`src/rtl/game_phase_sequencer.sv`:
```
// rtl/game_phase_sequencer.sv - round controller: prelim/game sequencing, level scoring, digit mux
// Clk1Hz is resynchronised locally; all state advances on Clk100M.
module game_phase_sequencer #(
  parameter int GAME_SECONDS = 30,
  parameter int PASS_SCORE   = 5,
  parameter int MAX_LEVEL    = 9
) (
  input  logic       Clk100M,
  input  logic       Rst_n,
  input  logic       Clk1Hz,
  input  logic       startBtn,
  input  logic       gameSig,
  input  logic       roundDone,
  input  logic [7:0] roundScore,
  input  logic [7:0] prelimSeg0,
  input  logic [7:0] prelimSeg1,
  input  logic [7:0] prelimSeg2,
  input  logic [7:0] prelimSeg3,
  input  logic [7:0] gameSeg0,
  input  logic [7:0] gameSeg1,
  input  logic [7:0] gameSeg2,
  input  logic [7:0] gameSeg3,
  output logic       prelimSig,
  output logic       gameActive,
  output logic [3:0] curLevel,
  output logic [6:0] timeLeft,
  output logic [2:0] phase,
  output logic [7:0] seg0,
  output logic [7:0] seg1,
  output logic [7:0] seg2,
  output logic [7:0] seg3
);

  localparam logic [6:0] GAME_SECS = 7'(GAME_SECONDS);
  localparam logic [7:0] PASS_MIN  = 8'(PASS_SCORE);
  localparam logic [3:0] LAST_LVL  = 4'(MAX_LEVEL);
  localparam logic [7:0] SEG_BLANK = 8'hFF;
  localparam logic [7:0] SEG_L     = 8'hC7;
  localparam logic [7:0] SEG_U     = 8'hC1;

  typedef enum logic [2:0] {
    S_IDLE   = 3'd0,
    S_PSTART = 3'd1,
    S_PWAIT  = 3'd2,
    S_GAME   = 3'd3,
    S_EVAL   = 3'd4,
    S_LOSE   = 3'd5,
    S_WIN    = 3'd6
  } state_e;

  state_e     state_q, state_d;
  logic [3:0] level_q, level_d;
  logic [6:0] time_q, time_d;
  logic [7:0] score_q, score_d;
  logic       sync1_q, sync2_q, edge_q;
  logic [7:0] seg0_q, seg1_q, seg2_q, seg3_q;
  logic [7:0] seg0_d, seg1_d, seg2_d, seg3_d;
  logic       tick;

  // One-cycle pulse on the synchronised rising edge of the seconds clock.
  assign tick = sync2_q & ~edge_q;

  always_comb begin
    state_d = state_q;
    level_d = level_q;
    time_d  = time_q;
    score_d = score_q;
    case (state_q)
      S_IDLE: begin
        if (startBtn) state_d = S_PSTART;
      end
      S_PSTART: state_d = S_PWAIT;
      S_PWAIT: begin
        if (gameSig) begin
          state_d = S_GAME;
          time_d  = GAME_SECS;
        end
      end
      S_GAME: begin
        if (tick && (time_q != 7'd0)) time_d = time_q - 7'd1;
        if ((tick && (time_q <= 7'd1)) || roundDone) begin
          state_d = S_EVAL;
          score_d = roundScore;
        end
      end
      S_EVAL: begin
        if (score_q >= PASS_MIN) begin
          if (level_q >= LAST_LVL) begin
            state_d = S_WIN;
          end else begin
            state_d = S_PSTART;
            level_d = level_q + 4'd1;
          end
        end else begin
          state_d = S_LOSE;
        end
      end
      S_LOSE, S_WIN: begin
        if (startBtn) begin
          state_d = S_PSTART;
          level_d = 4'd1;
          score_d = 8'd0;
        end
      end
      default: state_d = S_IDLE;
    endcase
  end

  always_comb begin
    seg0_d = SEG_BLANK;
    seg1_d = SEG_BLANK;
    seg2_d = SEG_BLANK;
    seg3_d = SEG_BLANK;
    case (state_q)
      S_PSTART, S_PWAIT: begin
        seg0_d = prelimSeg0;
        seg1_d = prelimSeg1;
        seg2_d = prelimSeg2;
        seg3_d = prelimSeg3;
      end
      S_GAME, S_EVAL: begin
        seg0_d = gameSeg0;
        seg1_d = gameSeg1;
        seg2_d = gameSeg2;
        seg3_d = gameSeg3;
      end
      S_LOSE: begin
        seg0_d = SEG_L;
        seg1_d = SEG_L;
        seg2_d = SEG_L;
        seg3_d = SEG_L;
      end
      S_WIN: begin
        seg0_d = SEG_U;
        seg1_d = SEG_U;
        seg2_d = SEG_U;
        seg3_d = SEG_U;
      end
      default: ;
    endcase
  end

  always_ff @(posedge Clk100M or negedge Rst_n) begin
    if (!Rst_n) begin
      state_q <= S_IDLE;
      level_q <= 4'd1;
      time_q  <= GAME_SECS;
      score_q <= 8'd0;
      sync1_q <= 1'b0;
      sync2_q <= 1'b0;
      edge_q  <= 1'b0;
      seg0_q  <= SEG_BLANK;
      seg1_q  <= SEG_BLANK;
      seg2_q  <= SEG_BLANK;
      seg3_q  <= SEG_BLANK;
    end else begin
      state_q <= state_d;
      level_q <= level_d;
      time_q  <= time_d;
      score_q <= score_d;
      sync1_q <= Clk1Hz;
      sync2_q <= sync1_q;
      edge_q  <= sync2_q;
      seg0_q  <= seg0_d;
      seg1_q  <= seg1_d;
      seg2_q  <= seg2_d;
      seg3_q  <= seg3_d;
    end
  end

  // Decoded from the state register so a reset cuts a prelim pulse short at once.
  assign prelimSig  = (state_q == S_PSTART);
  assign gameActive = (state_q == S_GAME);
  assign phase      = state_q;
  assign curLevel   = level_q;
  assign timeLeft   = time_q;
  assign seg0       = seg0_q;
  assign seg1       = seg1_q;
  assign seg2       = seg2_q;
  assign seg3       = seg3_q;

endmodule

```
`config.mk`:
```
export PLATFORM = sky130hd
export DESIGN_NAME = game_phase_sequencer
export DESIGN_NICKNAME = d
export VERILOG_FILES = /design/src/rtl/game_phase_sequencer.sv
export SDC_FILE = /design/constraint.sdc
export NUM_CORES = 1
export LEC_CHECK = 0
export CAP_MARGIN = 30
export CORE_ASPECT_RATIO = 1.1
export CORE_MARGIN = 2
export CORE_UTILIZATION = 45
export CTS_BUF_LIST = sky130_fd_sc_hd__clkbuf_16
export DETAILED_ROUTE_END_ITERATION = 16
export DONT_BUFFER_PORTS = 1
export HOLD_SLACK_MARGIN = 0.1
export MAX_ROUTING_LAYER = met4
export PLACE_DENSITY = 0.62
export SYNTH_ARGS = -nofsm -noshare
export SYNTH_HDL_FRONTEND = slang
export SYNTH_SLANG_ARGS = --single-unit
```
`constraint.sdc`:
```
create_clock -name Clk100M -period 2.9 [get_ports Clk100M]
set_input_delay 0.435 -clock Clk100M [delete_from_list [all_inputs] [get_ports Clk100M]]
set_output_delay 0.435 -clock Clk100M [all_outputs]
set_load 0.02 [all_outputs]
```
==> impl_metrics.toml, run 1 <==
[floorplan]
core_sq_um = 7350
die_y_um = 94.52
dieArea_sq_um = 8156
start_util_pct = 45.61
dieWidth_um = 86.29
rows = 33
pin_count = 126

[yosys]
syn_avg_cell_area_sq_um = 9.084
synth-async-reset-ratio_pct = 100.0
synth_cell_type_count = 57
synth_seq_cells = 57
yosys_most_used_dff = "dfstp_2"
netlist_instances = 369
ys_warn_count = 0
syn-num-nets = 453
synth_edf_count = 0
ys_seq_area_share_pct = 43.93
syn_area_sq_um = 3352

[critical_path]
worst_setup_path_end_kind = "primary output"
crit_chain = "nand2b_1 -> nor2_1"
slowest_stage = "dfrtp_2"
reg2reg_from = "timeLeft[1]"
cp_max_fo = 15
cp-start-kind = "flip-flop"
crit_arrival_ps = 1780
crit_start = "phase[0]"
rrSetupSlack_ps = 700
required_ps = 2470
setup.worst_path.class = "flip-flop to primary output"
critPathMaxStageDelay_ps = 590

[drt]
wl_per_cell_um = 18.72
wl_um = 8574
viasPerCell = 5.930
via_count = 2716
first_pass_iters = 4
ant_nets = 0
drtIter0Drc = 142
drc = 0

[sta]
fin_crit_sh_pct = 76.31
worst_pin_slew_ps = 657.5
slew_viol_final = 0
slew_headroom_pct = 56.17
timing.final.ws_setup_ps = 686.9
fin_crit_ps = 2213
rsz0062_at_grt = "no"
max_freq_mhz = 451.9
hold_ws_ps = 133.7
worst_clock_skew_ps = 5.858
hold_viol = 0
finalSetupTns_ps = 0
finalSetupViolCount = 0

[clocking]
clock_latency_ps = 330
htreeDepth = 3
clockBufferDepth = 2
cts_sinks = 57
post_cts_buffers = 0
clk_pin_slew_ps = 60
cts_tree = "built"
cts_made_buffers = 9
root_buffer = "clkbuf_16"

[placement]
dpl.cell_count = 440
dpl_cell_area_sq_um = 3417
hpwl_um = 5727
place_ws_ps = 686.0
portBuffers = 0
finalWeightedCongestion = 0.9020

[finish]
fin_nets = 450
final_layout_size_suffix_gt1_share_pct = 21.02
final_core_utilization_pct = 51.14
layout_common_cells = "47 x a21oi_1, 37 x dfstp_2, 36 x o21ai_0, 31 x nand2_1, 29 x inv_1"
areaGrowthSynthToFinish_pct = 12.13
antenna_cells = 0
layout_commonest_cell = "a21oi_1"
final-instance-count-excl-fill = 458
finish.instance_area_sq_um = 3759

[run]
maxCapViolations = 0

[power]
combPwrFrac_pct = 35.8
clockPowerShare_pct = 22.8
power_density_nw_per_um2 = 1250
power_mw = 4.697
leakage_nw = 1.584
seq_power_share_pct = 41.4
cellInternalPower_mw = 2.678
switching_share_pct = 42.99
ir_worst_vdd_mv = 0.5229
switching_power_mw = 2.019

[global_route]
antenna_found_initial = 0
grt_pass1_vias = 2793
grt_pass1_wl_um = 13790
grt-ovfl-total = 0
grt_start_max_net_pins = 58
grt.total_usage_pct = 22.10

[min_path]
worstHoldStart = "Clk1Hz"
hp-class = "input port to flip-flop"

[status]
status = "finished, final reports clean"
==> cell families after synthesis <==
logic type      synth area share (%)
compound gates                 25.01
simple gates                   13.81
flops                          43.93
buf+inv                        6.681
mux                            8.062
fa+ha+maj                      2.240
xor+xnor                      0.2613
==> sequential cells by signal, indices dropped and copies added, names as in the netlist <==
name	cells
sync2_q	1
seg0	8
curLevel	4
seg3	8
timeLeft	7
seg2	8
edge_q	1
score_q	8
seg1	8
sync1_q	1
phase	3
==> metal layers <==
metal  part of all wire (%)  global-route usage (%)  wire length (um)
met4                    2.2                   8.854               186
met3                    7.2                   5.420               615
met1                     42                   28.43              3639
met5                      0                       -                 0
met2                     48                   33.59              4132
==> synthesized netlist by cell type (2+ instances only) <==
cell type | instances | share of area, %
mux2_2 | 3 | 1.0
a31oi_1 | 8 | 1.5
nor3_1 | 4 | 0.60
nand2_1 | 31 | 3.5
nand3_1 | 4 | 0.60
a211oi_1 | 3 | 0.67
o31ai_1 | 2 | 0.45
inv_2 | 2 | 0.22
a22o_1 | 7 | 1.8
ha_1 | 6 | 2.2
o22a_1 | 2 | 0.52
a21oi_1 | 47 | 7.0
buf_2 | 5 | 0.75
nor2b_1 | 3 | 0.56
clkbuf_1 | 15 | 1.7
or4_1 | 2 | 0.45
dfrtp_1 | 20 | 15
dfstp_2 | 37 | 29
buf_1 | 2 | 0.22
inv_1 | 29 | 3.2
nand3b_1 | 3 | 0.67
o21bai_1 | 2 | 0.45
nand2b_1 | 13 | 2.4
o21ai_0 | 36 | 5.4
mux2i_1 | 21 | 6.3
nor2_1 | 19 | 2.1
o211ai_1 | 13 | 2.9
==> cell type report <==
type | instances | area (sq um)
Clock buffer | 9 | 225.2
Sequential cell | 57 | 1476
Multi-Input combinational cell | 257 | 1655
Clock inverter | 7 | 78.83
Inverter | 31 | 116.4
Tap cell | 87 | 108.9
Fill cell | 675 | 3591
Timing Repair Buffer | 10 | 97.59
==> power by group through the flow <==
stage | Combinational, mW | Sequential, mW | Clock (mW)
finish | 1.68 | 1.94 | 1.07
global route | 1.90 | 1.99 | 1.13
CTS | 1.69 | 1.95 | 1.10
floorplan | 1.40 | 1.84 | 0
detailed placement | 1.66 | 1.95 | 0
global placement | 1.61 | 1.95 | 0
==> final timing paths <==
| check | cells past startpoint | endpoint |
|---|---|---|
| worst max-delay path | 2 | prelimSig |
| min in group asynchronous | 2 | timeLeft[0] |
| max in group asynchronous | 2 | seg0[4] |
| worst max register to register | 6 | score_q[6] |
| worst min-delay path | 0 | sync1_q |
| worst min register to register | 0 | sync2_q |
==> critical path, delay by kind of cell (launching register included) <==
family | cells | cell delay (ps)
flops | 1 | 590
simple gates | 2 | 860
==> repair_timing <==
action / in CTS / in global routing
gates resized for setup: 0 / 0
hold endpoints to repair: 57 / 0
hold buffers: 2 / 0
No activity file was read; power rests on OpenSTA's default activity.
==> run 2, diff against run 1 <==
Settings changed: ABC_AREA set to 1.
Clock period 2.9 ns to 2.3 ns, I/O delays scaled along.
==> run 2 against run 1 <==
  * Final area shrank 11%
  * Synthesized cell count is 0.54% lower
  * Clock skew increased by 0.50 ps
  * Sequential power is 29% higher
  * Worst hold slack gained 0.54 ps
  * Area after synthesis is 13% lower
  * Largest cell class is now flip-flops and latches
  * Highest routed layer unchanged
==> impl_metrics.toml, run 2 <==
[placement]
finalWeightedCongestion = 0.8572
hpwl_um = 5036
dpl.cell_count = 442
dpl_cell_area_sq_um = 3004
portBuffers = 0

[critical_path]
slowest_stage = "dfrtp_1"
required_ps = 1960
cpMostUsedCell = "buf_4"
worst_setup_path_end_kind = "primary output"
crit_chain = "buf_4 -> nor3_1 -> buf_4"
crit_arrival_ps = 1630
cp-start-kind = "flip-flop"
critPathMaxStageDelay_ps = 580
setup.worst_path.class = "flip-flop to primary output"
cp_max_fo = 8
r2r_cells = 7
rrSetupSlack_ps = 560

[floorplan]
start_util_pct = 46.99
die_y_um = 88.60
rows = 30
dieArea_sq_um = 7168
dieWidth_um = 80.91
core_sq_um = 6231
pin_count = 126

[drt]
wl_per_cell_um = 14.97
ant_nets = 0
wl_um = 6900
drc = 0
viasPerCell = 5.232
drtIter0Drc = 132
via_count = 2412
first_pass_iters = 5

[power]
power_mw = 5.870
switching_power_mw = 2.642
ir_worst_vdd_mv = 0.6713
cellInternalPower_mw = 3.228
leakage_nw = 1.636
power_density_nw_per_um2 = 1759
clockPowerShare_pct = 21.6
seq_power_share_pct = 42.6
switching_share_pct = 45.01
combPwrFrac_pct = 35.7

[yosys]
synth_fa_ha_area_share_pct = 2.564
synth_top_family_by_area = "simple AND/OR/NAND/NOR gates"
synth-async-reset-ratio_pct = 100.0
synth_seq_cells = 57
ys_top_cells_by_area = "dfstp_2 33%, dfrtp_1 17%, nand2_1 17%, nand3_1 9.7%, inv_1 4.0%"
yosys.area.top_type = "dfstp_2"
ys_warn_count = 0
netlist_instances = 367
syn_area_sq_um = 2928
synth_top_area_share_pct = 33.21
synth_edf_count = 0
yosys_most_used_dff = "dfstp_2"
yosys.area_share.simple_pct = 36.20
muxShareOfSynthArea_pct = 0
syn-num-nets = 451
syn_avg_cell_area_sq_um = 7.978
synth_common_cells = "132 x nand2_1, 57 x nand3_1, 37 x dfstp_2"
synthXorXnorAreaFrac_pct = 0.5983
synth_compound_area_share_pct = 3.205
ys_seq_area_share_pct = 50.30
synth_cell_type_count = 28
yosysMostFrequentCell = "nand2_1"

[sta]
finalSetupViolCount = 0
fin_crit_sh_pct = 85.82
slew_headroom_pct = 63.17
slew_viol_final = 0
hold_viol = 0
hold_ws_ps = 134.2
rsz0062_at_grt = "no"
worst_clock_skew_ps = 6.362
max_freq_mhz = 506.6
worst_pin_slew_ps = 552.5
finalSetupTns_ps = 0
fin_crit_ps = 1974

[finish]
final-instance-count-excl-fill = 461
finish.instance_area_sq_um = 3337
areaGrowthSynthToFinish_pct = 13.97
layout_common_cells = "132 x nand2_1, 57 x nand3_1, 37 x dfstp_2, 31 x inv_1, 27 x nor2_1"
final_layout_size_suffix_gt1_share_pct = 20.47
antenna_cells = 0
layout_commonest_cell = "nand2_1"
fin_nets = 460

[min_path]
worst_hold_path.num_cells = 2
hp-class = "input port to flip-flop"

[global_route]
grt-ovfl-total = 0
antenna_found_initial = 0
grt_start_max_net_pins = 58
grt_pass1_wl_um = 10280
grt_pass1_vias = 2128
grt.total_usage_pct = 19.78

[clocking]
cts_made_buffers = 9
root_buffer = "clkbuf_16"
htreeDepth = 3
clockBufferDepth = 2
clk_pin_slew_ps = 50
post_cts_buffers = 0
cts_sinks = 57
clock_latency_ps = 330
cts_tree = "built"

[run]
maxCapViolations = 0

[status]
status = "finished, final reports clean"
run 2: cell families after synthesis:
family	count (synthesis)
AND/OR/NAND/NOR	236
flip-flops	57
buffers and inverters	48
AO/OA/AOI/OAI	18
adder cells (fa/ha/maj)	6
XOR/XNOR	2
run 2: worst max-delay path: cells and delay by family, from the launching register on:
kind,cells,cell delay (ps)
flip-flops,1,580
buffers and inverters,2,470
AND/OR/NAND/NOR,1,250
run 2: final timing paths:
kind,start,end
max in group asynchronous,Rst_n,curLevel[0]
max reg2reg,phase[0],phase[0]
max,phase[2],prelimSig
min reg2reg,sync1_q,sync2_q
min,prelimSeg1[2],seg1[2]
min in group asynchronous,Rst_n,timeLeft[6]
run 2: layout make-up:
type,count,area (sq um)
fillers,589,2894
repair buffers,9,92.59
inverters,37,140.1
clock buffers,9,225.2
clock inverters,7,60.06
well taps,80,100.1
multi-input cells,262,1246
flip-flops and latches,57,1473
run 2: stage by stage:
step	setup slack, ps	util [%]
2_1_floorplan	715.3	-
3_3_place_gp	617.8	48.21
3_5_place_dp	538.7	48.21
4_1_cts	286.5	53.55
5_1_grt	224.3	53.55
6_report	326.1	53.55
run 2: per-layer routing:
metal  wire length (um)  vias up  global-route usage [%]
met5                  0        -                       -
met4                132        0                   8.320
met3                788       12                   8.571
met2               3263      121                   29.75
met1               2716     1099                   23.14
li1                   -     1180                       -
run 2: power by group through the flow:
stage | clock, mW | combinational [mW] | sequential, mW
floorplan | 0 | 1.74 | 2.41
global placement | 0 | 2.03 | 2.51
detailed placement | 0 | 2.10 | 2.52
CTS | 1.30 | 2.13 | 2.51
global route | 1.35 | 2.41 | 2.57
finish | 1.27 | 2.10 | 2.50
run 2: repair_timing:
item / in CTS / in global routing
hold buffers: 3 / 0
resized for setup: 0 / 0
endpoints found under the hold margin: 58 / 0
